File: config.mk
export PLATFORM = sky130hd
export DESIGN_NAME = mux_scan_n
export DESIGN_NICKNAME = d
export VERILOG_FILES = /design/src/rtl/mux_pkg.sv /design/src/rtl/mux_sel_ctr.sv /design/src/rtl/mux_scan_n.sv
export SDC_FILE = /design/constraint.sdc
export NUM_CORES = 1
export LEC_CHECK = 0
export CAP_MARGIN = 20
export CORE_AREA = 2 2 39 41
export CTS_BUF_LIST = sky130_fd_sc_hd__clkbuf_16
export CTS_CLUSTER_DIAMETER = 30
export DETAILED_ROUTE_END_ITERATION = 16
export DIE_AREA = 0 0 41 43
export GPL_ROUTABILITY_DRIVEN = 0
export PLACE_DENSITY = 0.76
export SKIP_CTS_REPAIR_TIMING = 1
export SYNTH_ARGS = -nofsm -noshare
export SYNTH_HDL_FRONTEND = slang
export SYNTH_HIERARCHICAL = 1
export SYNTH_SLANG_ARGS = --single-unit
File: constraint.sdc
create_clock -name clk -period 2.8 [get_ports clk]
set_clock_uncertainty 0.2 [all_clocks]
set_input_delay 0.28 -clock clk [delete_from_list [all_inputs] [get_ports clk]]
set_output_delay 0.28 -clock clk [all_outputs]
set_load 0.05 [all_outputs]
File: src/rtl/mux_pkg.sv
// Shared types and helpers for the registered N-to-1 scan multiplexer.
package mux_pkg;

    function automatic int clog2(input int n);
        int r;
        r = 0;
        while ((1 << r) < n) r = r + 1;
        return r;
    endfunction

    typedef enum logic {
        ST_EMPTY = 1'b0,
        ST_FULL  = 1'b1
    } state_t;

    localparam logic MODE_MANUAL = 1'b0;
    localparam logic MODE_SCAN   = 1'b1;

endpackage

File: src/rtl/mux_sel_ctr.sv
// Channel select register: software load with range check, round-robin advance with wrap pulse.
module mux_sel_ctr #(
    parameter int N_IN  = 8,
    parameter int SEL_W = 3
) (
    input  logic             clk,
    input  logic             rst_n,
    input  logic             adv,
    input  logic             load,
    input  logic [SEL_W-1:0] load_val,
    output logic [SEL_W-1:0] sel_q,
    output logic             wrap,
    output logic             err
);
    localparam logic [SEL_W:0]   LIMIT = (SEL_W+1)'(N_IN);
    localparam logic [SEL_W-1:0] LAST  = SEL_W'(N_IN - 1);

    logic load_ok;
    assign load_ok = ({1'b0, load_val} < LIMIT);

    // A load, good or bad, always swallows that cycle's scan advance.
    always_ff @(posedge clk or negedge rst_n) begin
        if (!rst_n) begin
            sel_q <= '0;
            wrap  <= 1'b0;
            err   <= 1'b0;
        end else begin
            wrap <= 1'b0;
            if (load) begin
                if (load_ok) sel_q <= load_val;
                else         err   <= 1'b1;
            end else if (adv) begin
                if (sel_q == LAST) begin
                    sel_q <= '0;
                    wrap  <= 1'b1;
                end else begin
                    sel_q <= sel_q + 1'b1;
                end
            end
        end
    end

endmodule

File: src/rtl/mux_scan_n.sv
// Registered N-to-1 channel funnel with valid/ready output; manual or round-robin select.
module mux_scan_n
    import mux_pkg::*;
#(
    parameter int N_IN  = 8,
    parameter int W     = 1,
    parameter int SEL_W = clog2(N_IN)
) (
    input  logic              clk,
    input  logic              rst_n,
    input  logic              en,
    input  logic              mode,
    input  logic [SEL_W-1:0]  sel_in,
    input  logic              sel_load,
    input  logic [N_IN*W-1:0] in_data,
    input  logic              out_ready,
    output logic              out_valid,
    output logic [W-1:0]      out_data,
    output logic [SEL_W-1:0]  out_sel,
    output logic              scan_wrap,
    output logic              sel_err
);
    state_t                  state_q, state_d;
    logic                    cap;
    logic [SEL_W-1:0]        sel_q;
    logic [N_IN-1:0][W-1:0]  ch;

    assign ch  = in_data;
    assign cap = en && (state_q == ST_EMPTY || out_ready);

    mux_sel_ctr #(
        .N_IN  (N_IN),
        .SEL_W (SEL_W)
    ) u_sel (
        .clk      (clk),
        .rst_n    (rst_n),
        .adv      (cap && (mode == MODE_SCAN)),
        .load     (sel_load),
        .load_val (sel_in),
        .sel_q    (sel_q),
        .wrap     (scan_wrap),
        .err      (sel_err)
    );

    always_ff @(posedge clk or negedge rst_n) begin
        if (!rst_n) state_q <= ST_EMPTY;
        else        state_q <= state_d;
    end

    always_comb begin
        state_d = state_q;
        case (state_q)
            ST_EMPTY: if (cap) state_d = ST_FULL;
            ST_FULL:  if (out_ready && !en) state_d = ST_EMPTY;
            default:  state_d = ST_EMPTY;
        endcase
    end

    assign out_valid = (state_q == ST_FULL);

    // Only written on cap, so data/index stay frozen while valid && !ready.
    always_ff @(posedge clk or negedge rst_n) begin
        if (!rst_n) begin
            out_data <= '0;
            out_sel  <= '0;
        end else if (cap) begin
            out_data <= ch[sel_q];
            out_sel  <= sel_q;
        end
    end

endmodule

-- Word level (Yosys, flattened, before mapping)
Index checks and enable logic that the tools add are counted.
- add/subtract/negate cells: 1
- magnitude comparators: 1
- eq/ne operators: 1
- muxes and demuxes: 11
- bitwise logic cells: 1
- reduce and logical (&&, ||, !) cells: 6
- operator list (cell ; count):
    3-bit 2-to-1 mux ; 3
    1-bit 2-to-1 mux ; 6
    3-bit by 4-bit less-than comparator with 1-bit output, second input constant ; 1
    3-bit by 1-bit adder with 3-bit output, second input constant ; 1
    1-bit binary-select mux with 3-bit select ; 1
    3-bit equality test, second input constant ; 1
    1-bit logical AND ; 3
    1-bit one-hot mux with 2 select lines ; 1
    2-bit nonzero test ; 1
    1-bit logical NOT ; 1
    1-bit logical OR ; 1
    1-bit NOT ; 1
- flip-flop bits (word level): 9
- input port bits: 17
- output and inout port bits: 7
- logic and storage cells: 26

-- Logic depth before layout (Yosys ltp)
- word-level depth: 6
- gate-level depth with buffers: 4
- depth with buffers taken out: 4

-- By module
Netlist, hierarchy kept.
- by module, submodules not included (module ; times used ; cells an instance ; area each (µm²) ; sequential area each (µm²)):
    mux_scan_n ; 1 ; 20 ; 269.0 ; 125.1
    mux_sel_ctr ; 1 ; 19 ; 211.5 ; 100.1

-- Worst setup path before layout
OpenSTA, ideal clock, no wires.
- kind: reg2reg
- start point: register state_q, in the netlist out_valid
- end point: register u_sel.sel_q[0]
- setup time: 0.124 ns
- data arrival time: 1.398 ns
- data required time: 2.476 ns
- setup slack: 1.078 ns
- stages on the path, launching flop included: 5
- buffers on the path: 0
- clock period less this slack: 1.722 ns
- path through: dfrtp_1 > nand2b_1 > and3_1 > nor3b_1 > o31a_1
- word-level cells in the longest chain between the ends: 5
- RTL lines (what ; line ; text):
    start: declaration ; mux_scan_n.sv:23 ; state_t state_q, state_d;
    start signal: assignment ; mux_scan_n.sv:47 ; else state_q <= state_d;
    1-bit NOT ; mux_scan_n.sv:29 ; assign cap = en && (state_q == ST_EMPTY || out_ready);
    1-bit logical OR ; mux_scan_n.sv:29 ;
    1-bit logical AND ; mux_scan_n.sv:29 ;
    1-bit logical AND ; mux_scan_n.sv:37 ; .adv (cap && (mode == MODE_SCAN)),
    2-bit nonzero test (no line) ; -- ;
    end signal: assignment ; mux_sel_ctr.sv:30 ; if (load_ok) sel_q <= load_val;
    end signal: assignment ; mux_sel_ctr.sv:37 ; sel_q <= sel_q + 1'b1;
    end: declaration ; mux_sel_ctr.sv:11 ; output logic [SEL_W-1:0] sel_q,
No other way between the ends.
A chain may end at the register's enable or synchronous reset.

-- Final worst setup path
- start point: register state_q, in the netlist out_valid
- end point: output port out_valid
- RTL lines (what ; line ; text):
    end: declaration ; mux_scan_n.sv:17 ; output logic out_valid,
No word-level cell between the ends.

==> impl_metrics.ini <==
[clock_network]
cts_tree = built
root_buffer = clkbuf_16
cts_made_buffers = 3
clkTransAtPathRegs_ns = 0.04
htree_levels = 1
clock_sinks = 9
clock_path_buffers = 2
clock_latency_ns = 0.23

[worst_setup_path]
end_kind = primary output
worstRegToRegCells = 4
rr_startpoint = u_sel/sel_q[0]
cp_slowest_stage_delay_ns = 0.80
critPathLaunchType = flip-flop
crit_type = flip-flop to primary output
cp_top_family = buffers and inverters
path_buf_inv = 1
r2r_end = u_sel/sel_q[0]
regToRegSetupSlack_ns = 1.24
slowest_stage = clkdlybuf4s50_1
cp_cell_sequence = clkdlybuf4s50_1
crit_arrival_ns = 1.38
required_ns = 2.32
cp_max_fo = 2

[synth]
ys.flop_type = dfrtp_1
ys_ff_latch = 9
async_reset_ff_share_pct = 100
yosysWarnings = 6
synth_top_area_share_pct = 46.9
netlist_instances = 39
yosysUniqueCellTypes = 17
synth_nets = 58
synth_area_leader_cell = dfrtp_1
synth-edff-count = 0
yosysSeqAreaShare_pct = 46.9
synth_area_sq_um = 480
synthTopCellsByArea = dfrtp_1 (47%), mux2i_1 (15%), mux2_2 (7.0%), ha_1 (5.2%), mux4_2 (4.7%)
avgSynthCellArea_sq_um = 12.3

[sta]
hold_viol = 0
min_period_ns = 1.86
slew_headroom_pct = 65.9
fmax_mhz = 538
post-route-period-util_pct = 66.3
drv_slew = 0
whs_ns = 0.149
rsz0062_at_grt = false
worstMarginPinSlew_ns = 0.509
setup_viol = 0
setup_tns_ns = 0

[global_route]
grt_overflow = 0
grt_start_max_net_pins = 10
antenna_found_initial = 0
grt_usage_pct = 14.1
grt_pass1_vias = 389
grt_pass1_wl_microns = 1620

[power]
power_density_mw_per_mm2 = 726
peakVddDrop_mv = 0.239
leakage_nw = 0.355

[place]
placed_area_sq_um = 702
dp_cells = 75
port_buffers = 22

[routing]
post_drt_wl_per_cell_microns = 12.6
vias = 368
routed_wl_microns = 998
antenna_left = 0
first_pass_iters = 2
drc_errors = 0
drtIter0Drc = 3
viasPerCell = 4.66

[cells_and_area]
drive_above_1_share_pct = 11.1
areaGrowthSynthToFinish_pct = 62.5
instances_no_fill = 79
stdcell_area_sq_um = 781
seq_area_sq_um = 225
multi_input_area_sq_um = 233
n_antenna_cell = 0
fin_nets = 83
fillers = 126

[die]
die_area_sq_mm = 0.00176
die_x_microns = 41
start_util_pct = 34.7
dieHeight_microns = 43
num_io_pins = 24
rows = 14
core-area_sq_mm = 0.00138

[min_path]
hold_path_class = input port to async pin

[run_status]
status = completed

[flow_run]
drv_cap = 0
power by group:
part	total, W	leakage [nW]	internal, W	switching, W
clock network	0.000245	0.0423	0.000186	0.0000586
logic	0.000156	0.205	0.0000720	0.0000838
registers	0.000166	0.108	0.000150	0.0000159
state kept, by name, summed over array words and instances, names as in the netlist:
| register | count |
|---|---|
| out_data | 1 |
| u_sel/sel_q | 3 |
| out_sel | 3 |
| out_valid | 1 |
| u_sel/wrap | 1 |
cell usage after synthesis, types with 2 or more instances:
cell type and number:
dfrtp_1 9, mux2i_1 7, mux2_2 3, nand2_1 3, nand2b_1 3, ha_1 2, o21ai_1 2
cells in the final DEF, fill, tap and decap left out:
cell	n
o21ai_1	2
nand2b_1	3
mux4_2	1
inv_1	2
o31a_1	1
dfrtp_1	9
mux2i_1	7
conb_1	1
ha_1	2
and3b_1	1
and3_1	1
clkbuf_16	3
clkdlybuf4s50_1	22
nor2b_1	1
nor3b_1	1
nand2_1	3
mux2_2	3
routing by layer:
| layer | routed length [microns] | vias up | track usage (%) |
|---|---|---|---|
| met3 | 75 | 2 | 4.71 |
| li1 | - | 182 | - |
| met4 | 4 | 0 | 8.00 |
| met2 | 498 | 14 | 21.3 |
| met1 | 418 | 170 | 16.7 |
| met5 | 0 | - | 0 |
kinds of logic after synthesis:
kind of cell	Yosys count	share of synthesized area, %
multiplexers	11	26.3
AND/OR/NAND/NOR	10	12.2
flip-flops	9	46.9
AO/OA/AOI/OAI	3	3.91
buffers and inverters	3	4.69
adder cells (fa/ha/maj)	2	5.21
other	1	0.781
worst max-delay path by stage:
stage | start | to | slack (ns) | depth (start not counted)
floorplan | out_valid | u_sel/sel_q[0] | 1.08 | 4
global placement | out_ready | u_sel/sel_q[0] | 0.97 | 5
detailed placement | out_ready | u_sel/sel_q[0] | 0.95 | 5
CTS | out_valid | out_valid | 0.93 | 1
global route | out_sel[2] | out_sel[2] | 0.89 | 1
finish | out_valid | out_valid | 0.94 | 1
through the flow:
stage	setup WS (ns)	util [%]	total power, W
global route	0.894	56.4	0.000592
floorplan	1.08	-	0.000264
finish	0.943	56.4	0.000567
global placement	0.971	50.7	0.000321
detailed placement	0.950	50.7	0.000325
CTS	0.933	56.4	0.000573
area by class of cell:
cell class / count / area share (%)
tap: 16 / 2.56
timing repair buffer: 22 / 28.2
clock inverter: 1 / 0.481
inverter: 1 / 0.481
multi-input combinational: 27 / 29.8
sequential: 9 / 28.8
clock buffer: 3 / 9.62
Power figures use the tool's default switching activity.
